[config.mk]
export PLATFORM = sky130hd
export DESIGN_NAME = spi_master_arbiter
export DESIGN_NICKNAME = d
export VERILOG_FILES = /design/src/rtl/spi_master_arbiter_pkg.sv /design/src/rtl/spi_master_arbiter_shifter.sv /design/src/rtl/spi_master_arbiter.sv
export SDC_FILE = /design/constraint.sdc
export NUM_CORES = 1
export LEC_CHECK = 0
export BUFFER_PORTS_ARGS = -buffer_cell sky130_fd_sc_hd__buf_2
export CORE_MARGIN = 10
export CORE_UTILIZATION = 59
export CTS_CLUSTER_SIZE = 12
export DETAILED_ROUTE_END_ITERATION = 8
export PLACE_DENSITY = 0.84
export SLEW_MARGIN = 20
export SYNTH_ARGS = -nofsm -noshare
export SYNTH_HDL_FRONTEND = slang
export SYNTH_SLANG_ARGS = --single-unit
[constraint.sdc]
create_clock -name clk -period 4 [get_ports clk]
set_input_delay 0 -clock clk [delete_from_list [all_inputs] [get_ports clk]]
set_output_delay 0 -clock clk [all_outputs]
set_load 0.02 [all_outputs]
[src/rtl/spi_master_arbiter_pkg.sv]
// Shared definitions for the two-requester SPI master: state encoding,
// requester ids and the round-robin winner selection.
package spi_master_arbiter_pkg;

   localparam int W_SPI_DATA = 32;

   localparam logic REQ_CPU = 1'b0;
   localparam logic REQ_LDR = 1'b1;

   typedef enum logic [2:0] {
      S_IDLE  = 3'd0,
      S_SETUP = 3'd1,
      S_SHIFT = 3'd2,
      S_HOLD  = 3'd3,
      S_DONE  = 3'd4
   } state_e;

   // A lone request wins; on a tie the requester that did not win last time wins.
   function automatic logic pick_winner(input logic r0, input logic r1, input logic last);
      logic win;
      if (r0 && r1) begin
         win = ~last;
      end else if (r1) begin
         win = REQ_LDR;
      end else begin
         win = REQ_CPU;
      end
      return win;
   endfunction

endpackage

[src/rtl/spi_master_arbiter_shifter.sv]
// Transmit/receive shift registers plus the falling-edge bit counter
// for one MSB-first SPI word.
module spi_shifter
   import spi_master_arbiter_pkg::*;
#(
   parameter int W_DATA = W_SPI_DATA
) (
   input  logic              clk,
   input  logic              rst,
   input  logic              load,
   input  logic              rise,
   input  logic              fall,
   input  logic [W_DATA-1:0] load_data,
   input  logic              miso,
   output logic              mosi,
   output logic [W_DATA-1:0] rx_data,
   output logic              last_bit
);

   localparam int W_CNT = (W_DATA > 1) ? $clog2(W_DATA) : 1;
   localparam logic [W_CNT-1:0] CNT_ONE  = W_CNT'(1);
   localparam logic [W_CNT-1:0] CNT_ZERO = W_CNT'(0);
   localparam logic [W_CNT-1:0] CNT_LAST = W_CNT'(W_DATA - 1);

   logic [W_DATA-1:0] tx_r;
   logic [W_DATA-1:0] rx_r;
   logic [W_CNT-1:0]  bit_cnt_r;

   // Shift engine: zeros refill the transmit side so mosi idles low after a word
   always_ff @(posedge clk or negedge rst) begin
      if (!rst) begin
         tx_r      <= {W_DATA{1'b0}};
         rx_r      <= {W_DATA{1'b0}};
         bit_cnt_r <= CNT_ZERO;
      end else if (load) begin
         tx_r      <= load_data;
         rx_r      <= {W_DATA{1'b0}};
         bit_cnt_r <= CNT_ZERO;
      end else begin
         if (rise) begin
            rx_r <= {rx_r[W_DATA-2:0], miso};
         end
         if (fall) begin
            tx_r      <= {tx_r[W_DATA-2:0], 1'b0};
            bit_cnt_r <= bit_cnt_r + CNT_ONE;
         end
      end
   end

   assign mosi     = tx_r[W_DATA-1];
   assign rx_data  = rx_r;
   assign last_bit = (bit_cnt_r == CNT_LAST);

endmodule

[src/rtl/spi_master_arbiter.sv]
// Round-robin arbiter sharing one mode-0 SPI shift engine between the CPU
// register path (requester 0) and the boot loader (requester 1).
module spi_master_arbiter
   import spi_master_arbiter_pkg::*;
#(
   parameter int W_DATA  = W_SPI_DATA,
   parameter int CLK_DIV = 4
) (
   input  logic              clk,
   input  logic              rst,
   input  logic              req0,
   input  logic [W_DATA-1:0] wdata0,
   output logic              done0,
   output logic [W_DATA-1:0] rdata0,
   input  logic              req1,
   input  logic [W_DATA-1:0] wdata1,
   output logic              done1,
   output logic [W_DATA-1:0] rdata1,
   output logic              busy,
   output logic              sclk,
   output logic              mosi,
   input  logic              miso,
   output logic [1:0]        cs_n
);

   localparam int W_DIV = (CLK_DIV > 1) ? $clog2(CLK_DIV) : 1;
   localparam logic [W_DIV-1:0] DIV_MAX  = W_DIV'(CLK_DIV - 1);
   localparam logic [W_DIV-1:0] DIV_ONE  = W_DIV'(1);
   localparam logic [W_DIV-1:0] DIV_ZERO = W_DIV'(0);

   state_e            state_r, next_s;
   logic              grant_r, last_grant_r, win_s, gid_s, grant_go_s;
   logic              tick_s, rise_s, fall_s, last_bit_s;
   logic [W_DIV-1:0]  div_r;
   logic [W_DATA-1:0] load_data_s, rx_data_s, rdata0_r, rdata1_r;
   logic [1:0]        cs_n_s, cs_n_r;
   logic              sclk_s, sclk_r, done0_s, done1_s, done0_r, done1_r, busy_r;

   assign win_s       = pick_winner(req0, req1, last_grant_r);
   assign grant_go_s  = (state_r == S_IDLE) && (req0 || req1);
   assign load_data_s = (win_s == REQ_LDR) ? wdata1 : wdata0;
   assign tick_s      = (div_r == DIV_ZERO);
   assign rise_s      = (state_r == S_SHIFT) && tick_s && !sclk_r;
   assign fall_s      = (state_r == S_SHIFT) && tick_s && sclk_r;

   spi_shifter #(.W_DATA(W_DATA)) u_shifter (
      .clk       (clk),
      .rst       (rst),
      .load      (grant_go_s),
      .rise      (rise_s),
      .fall      (fall_s),
      .load_data (load_data_s),
      .miso      (miso),
      .mosi      (mosi),
      .rx_data   (rx_data_s),
      .last_bit  (last_bit_s)
   );

   // State register
   always_ff @(posedge clk or negedge rst) begin
      if (!rst) begin
         state_r <= S_IDLE;
      end else begin
         state_r <= next_s;
      end
   end

   // Next-state logic
   always_comb begin
      next_s = state_r;
      case (state_r)
         S_IDLE:  next_s = (req0 || req1) ? S_SETUP : S_IDLE;
         S_SETUP: next_s = tick_s ? S_SHIFT : S_SETUP;
         S_SHIFT: next_s = (fall_s && last_bit_s) ? S_HOLD : S_SHIFT;
         S_HOLD:  next_s = tick_s ? S_DONE : S_HOLD;
         S_DONE:  next_s = S_IDLE;
         default: next_s = S_IDLE;
      endcase
   end

   // Output decode from the upcoming state so every pin comes straight from a flop
   always_comb begin
      gid_s   = (state_r == S_IDLE) ? win_s : grant_r;
      cs_n_s  = 2'b11;
      sclk_s  = 1'b0;
      case (next_s)
         S_SETUP, S_HOLD: cs_n_s[gid_s] = 1'b0;
         S_SHIFT: begin
            cs_n_s[gid_s] = 1'b0;
            if (state_r == S_SHIFT) begin
               sclk_s = tick_s ? ~sclk_r : sclk_r;
            end else begin
               sclk_s = 1'b0;
            end
         end
         default: cs_n_s = 2'b11;
      endcase
      if (state_r == S_DONE) begin
         done0_s = (grant_r == REQ_CPU);
         done1_s = (grant_r == REQ_LDR);
      end else begin
         done0_s = 1'b0;
         done1_s = 1'b0;
      end
   end

   // Grant bookkeeping and the SCLK half-period divider
   always_ff @(posedge clk or negedge rst) begin
      if (!rst) begin
         grant_r      <= REQ_CPU;
         last_grant_r <= REQ_LDR;
         div_r        <= DIV_ZERO;
      end else begin
         if (grant_go_s) begin
            grant_r      <= win_s;
            last_grant_r <= win_s;
         end
         if (grant_go_s || tick_s) begin
            div_r <= DIV_MAX;
         end else begin
            div_r <= div_r - DIV_ONE;
         end
      end
   end

   // Registered outputs; a reset mid-word discards the partial result
   always_ff @(posedge clk or negedge rst) begin
      if (!rst) begin
         cs_n_r   <= 2'b11;
         sclk_r   <= 1'b0;
         done0_r  <= 1'b0;
         done1_r  <= 1'b0;
         busy_r   <= 1'b0;
         rdata0_r <= {W_DATA{1'b0}};
         rdata1_r <= {W_DATA{1'b0}};
      end else begin
         cs_n_r  <= cs_n_s;
         sclk_r  <= sclk_s;
         done0_r <= done0_s;
         done1_r <= done1_s;
         busy_r  <= (next_s != S_IDLE);
         if (done0_s) begin
            rdata0_r <= rx_data_s;
         end
         if (done1_s) begin
            rdata1_r <= rx_data_s;
         end
      end
   end

   assign cs_n   = cs_n_r;
   assign sclk   = sclk_r;
   assign done0  = done0_r;
   assign done1  = done1_r;
   assign busy   = busy_r;
   assign rdata0 = rdata0_r;
   assign rdata1 = rdata1_r;

endmodule

==> results.toml <==
[worst_setup_path]
worstSetupStartpoint = "div_r[0]$_DFF_PN0_"
end_kind = "flop"
rr_worst_depth = 6
required_ns = 4.43
critPathKind = "reg -> reg"
critical_path.max_fanout = 52
critical_path_arrival_ns = 3.07
critPathLaunchType = "flop"
r2r_start = "div_r[0]$_DFF_PN0_"

[clock_network]
cts_tree = "done"
insertion_delay_ns = 0.53
cts_resized = 0
cts_root_buffer = "clkbuf_8"
cts_setup_buffers = 0
ctsHoldBuffers = 69
clock_path_buffers = 2
clock_sink_count = 146
clk_pin_slew_worst_paths_ns = 0.06
cts_inserted_buffers = 17
htree_levels = 4

[synthesis]
synth_common_cells = "dfrtp_1, o21ai_0, mux2_2"
syn_area_sq_um = 6600
synth.largest_area_cell = "dfrtp_1"
synth_ff_type = "dfrtp_1"
synth_edf_count = 0
yosysUniqueCellTypes = 37
seq_area_frac_synth_pct = 55.4
synth.top_cell.area_share_pct = 54.2
synth_nets = 621
avgSynthCellArea_sq_um = 12.0
ys_ff_latch = 146
yosysMostFrequentCell = "dfrtp_1"
yosysWarnings = 0
ys_top_cells_by_area = "dfrtp_1, mux2_2, o21ai_0"
synthCells = 549
async_reset_ff_share_pct = 100

[cells_and_area]
fin_area_sq_um = 8450
final_util_pct = 77.6
diodes = 0
area_delta_synth_final_pct = 28.0
final_cells = 880
drive_gt1_share_pct = 33.9
nets = 799

[die]
die-height_microns = 126
ios = 140
die-width_microns = 126
std_cell_rows = 38
die-area_sq_um = 15800
start_util_pct = 60.6
fp.coreArea_sq_um = 10900

[route]
viasPerCell = 6.21
vias = 5461
wl_per_cell_microns = 19.9
met3_wirelength_microns = 1400
route.met2.wl_microns = 8920
routed_wl_microns = 17500
final_antenna_net_count = 0
drc = 0
m1WireLength_microns = 6810
highest_layer = "met4"
first_iter_violations = 483
firstDrtPassIters = 6

[sta]
clock.fmax_mhz = 379
post-route-period-util_pct = 66.0
finalMaxSlewViolations = 0
rsz0062_at_grt = "false"
period_minus_slack_ns = 2.64
setup_viol = 0
skew_ns = 0.00941
setup_tns_ns = 0
hold_viol = 0
setup_slack_ns = 1.36
tightest_slew_ns = 1.07
whs_ns = 0.172
max_slew_margin_pct = 28.6

[place]
gp_congestion = 0.785
io_buffers = 139
dp_hpwl_microns = 10000
place_area_sq_um = 7230
dp.cells = 779
place_ws_ns = 1.46

[global_routing]
overflow = 0
grt_max_degree = 108
grt_util_all_layers_pct = 21.5
antenna_found_initial = 0
grt_pass1_vias = 5512
grt_pass1_wl_microns = 28600

[power_and_ir_drop]
peakVddDrop_v = 0.000292
finalPower_mw = 4.60
powerDensity_nw_per_um2 = 544
p_leak_nw = 4.04

[job]
cap_violations = 0

[hold_path]
min_path_type = "in -> async"

[run_status]
status = "completed"
final cells by class:
class | instances | area, sq um
Clock buffer | 21 | 459
Clock inverter | 11 | 76.3
Fill cell | 661 | 2430
Inverter | 3 | 11.3
Multi-Input combinational cell | 342 | 2610
Sequential cell | 146 | 3660
Tap cell | 140 | 175
Timing Repair Buffer | 217 | 1460
power breakdown:
group	internal, mW	switching [mW]	total (mW)
Clock	0.812	0.613	1.43
Sequential	1.76	0.205	1.96
Combinational	0.509	0.708	1.22
worst max-delay path, cell delays in order (launching register included):
cell,delay [ns]
dfrtp_1,0.41
inv_1,0.07
ha_1,0.35
and4bb_2,1.01
buf_4,0.36
nand3_1,0.11
a21oi_1,0.24
sequential cells by signal, summed over array words and instances, names as in the netlist:
name / cells
div_r: 2
state_r: 3
u_shifter.bit_cnt_r: 5
sclk: 1
done0: 1
cs_n: 2
grant_r: 1
rdata0: 32
rdata1: 32
done1: 1
u_shifter.tx_r: 32
busy: 1
u_shifter.rx_data: 32
last_grant_r: 1
cells by family after synthesis:
logic type,synth area share (%)
and+or+nand+nor,5.84
xor gates and xnor gates,0.265
muxes,16.2
buffers and inverters,5.33
adders and majority gates,0.569
DFF,55.4
AOI/OAI and AO/OA,16.4
worst paths after layout:
path                                                           to  slack (ns)
worst max register to register  u_shifter.rx_data[18]$_DFFE_PN0P_        1.36
worst min-delay path                       rdata1[28]$_DFFE_PN0P_        0.17
max in group asynchronous                  rdata0[11]$_DFFE_PN0P_        2.73
min in group clk                 u_shifter.rx_data[0]$_DFFE_PN0P_        0.32
worst min register to register             rdata1[21]$_DFFE_PN0P_        0.49
worst max-delay path            u_shifter.rx_data[18]$_DFFE_PN0P_        1.36
layout by cell type, fill, tap and decap left out, types with 16 or more instances in the layout:
| master | count |
|---|---|
| a21oi_1 | 39 |
| a22oi_1 | 31 |
| a32oi_1 | 31 |
| buf_2 | 138 |
| clkbuf_16 | 16 |
| dfrtp_1 | 142 |
| dlygate4sd3_1 | 69 |
| mux2_2 | 59 |
| mux2i_1 | 34 |
| nand3_1 | 38 |
| o21ai_0 | 70 |
layer usage:
metal | vias to the layer above | GRT usage (%)
met5 | - | 0
met4 | 0 | 6.10
met3 | 37 | 7.13
met2 | 281 | 36.6
met1 | 2722 | 25.4
li1 | 2421 | -
(Power assumes the default switching activity.)
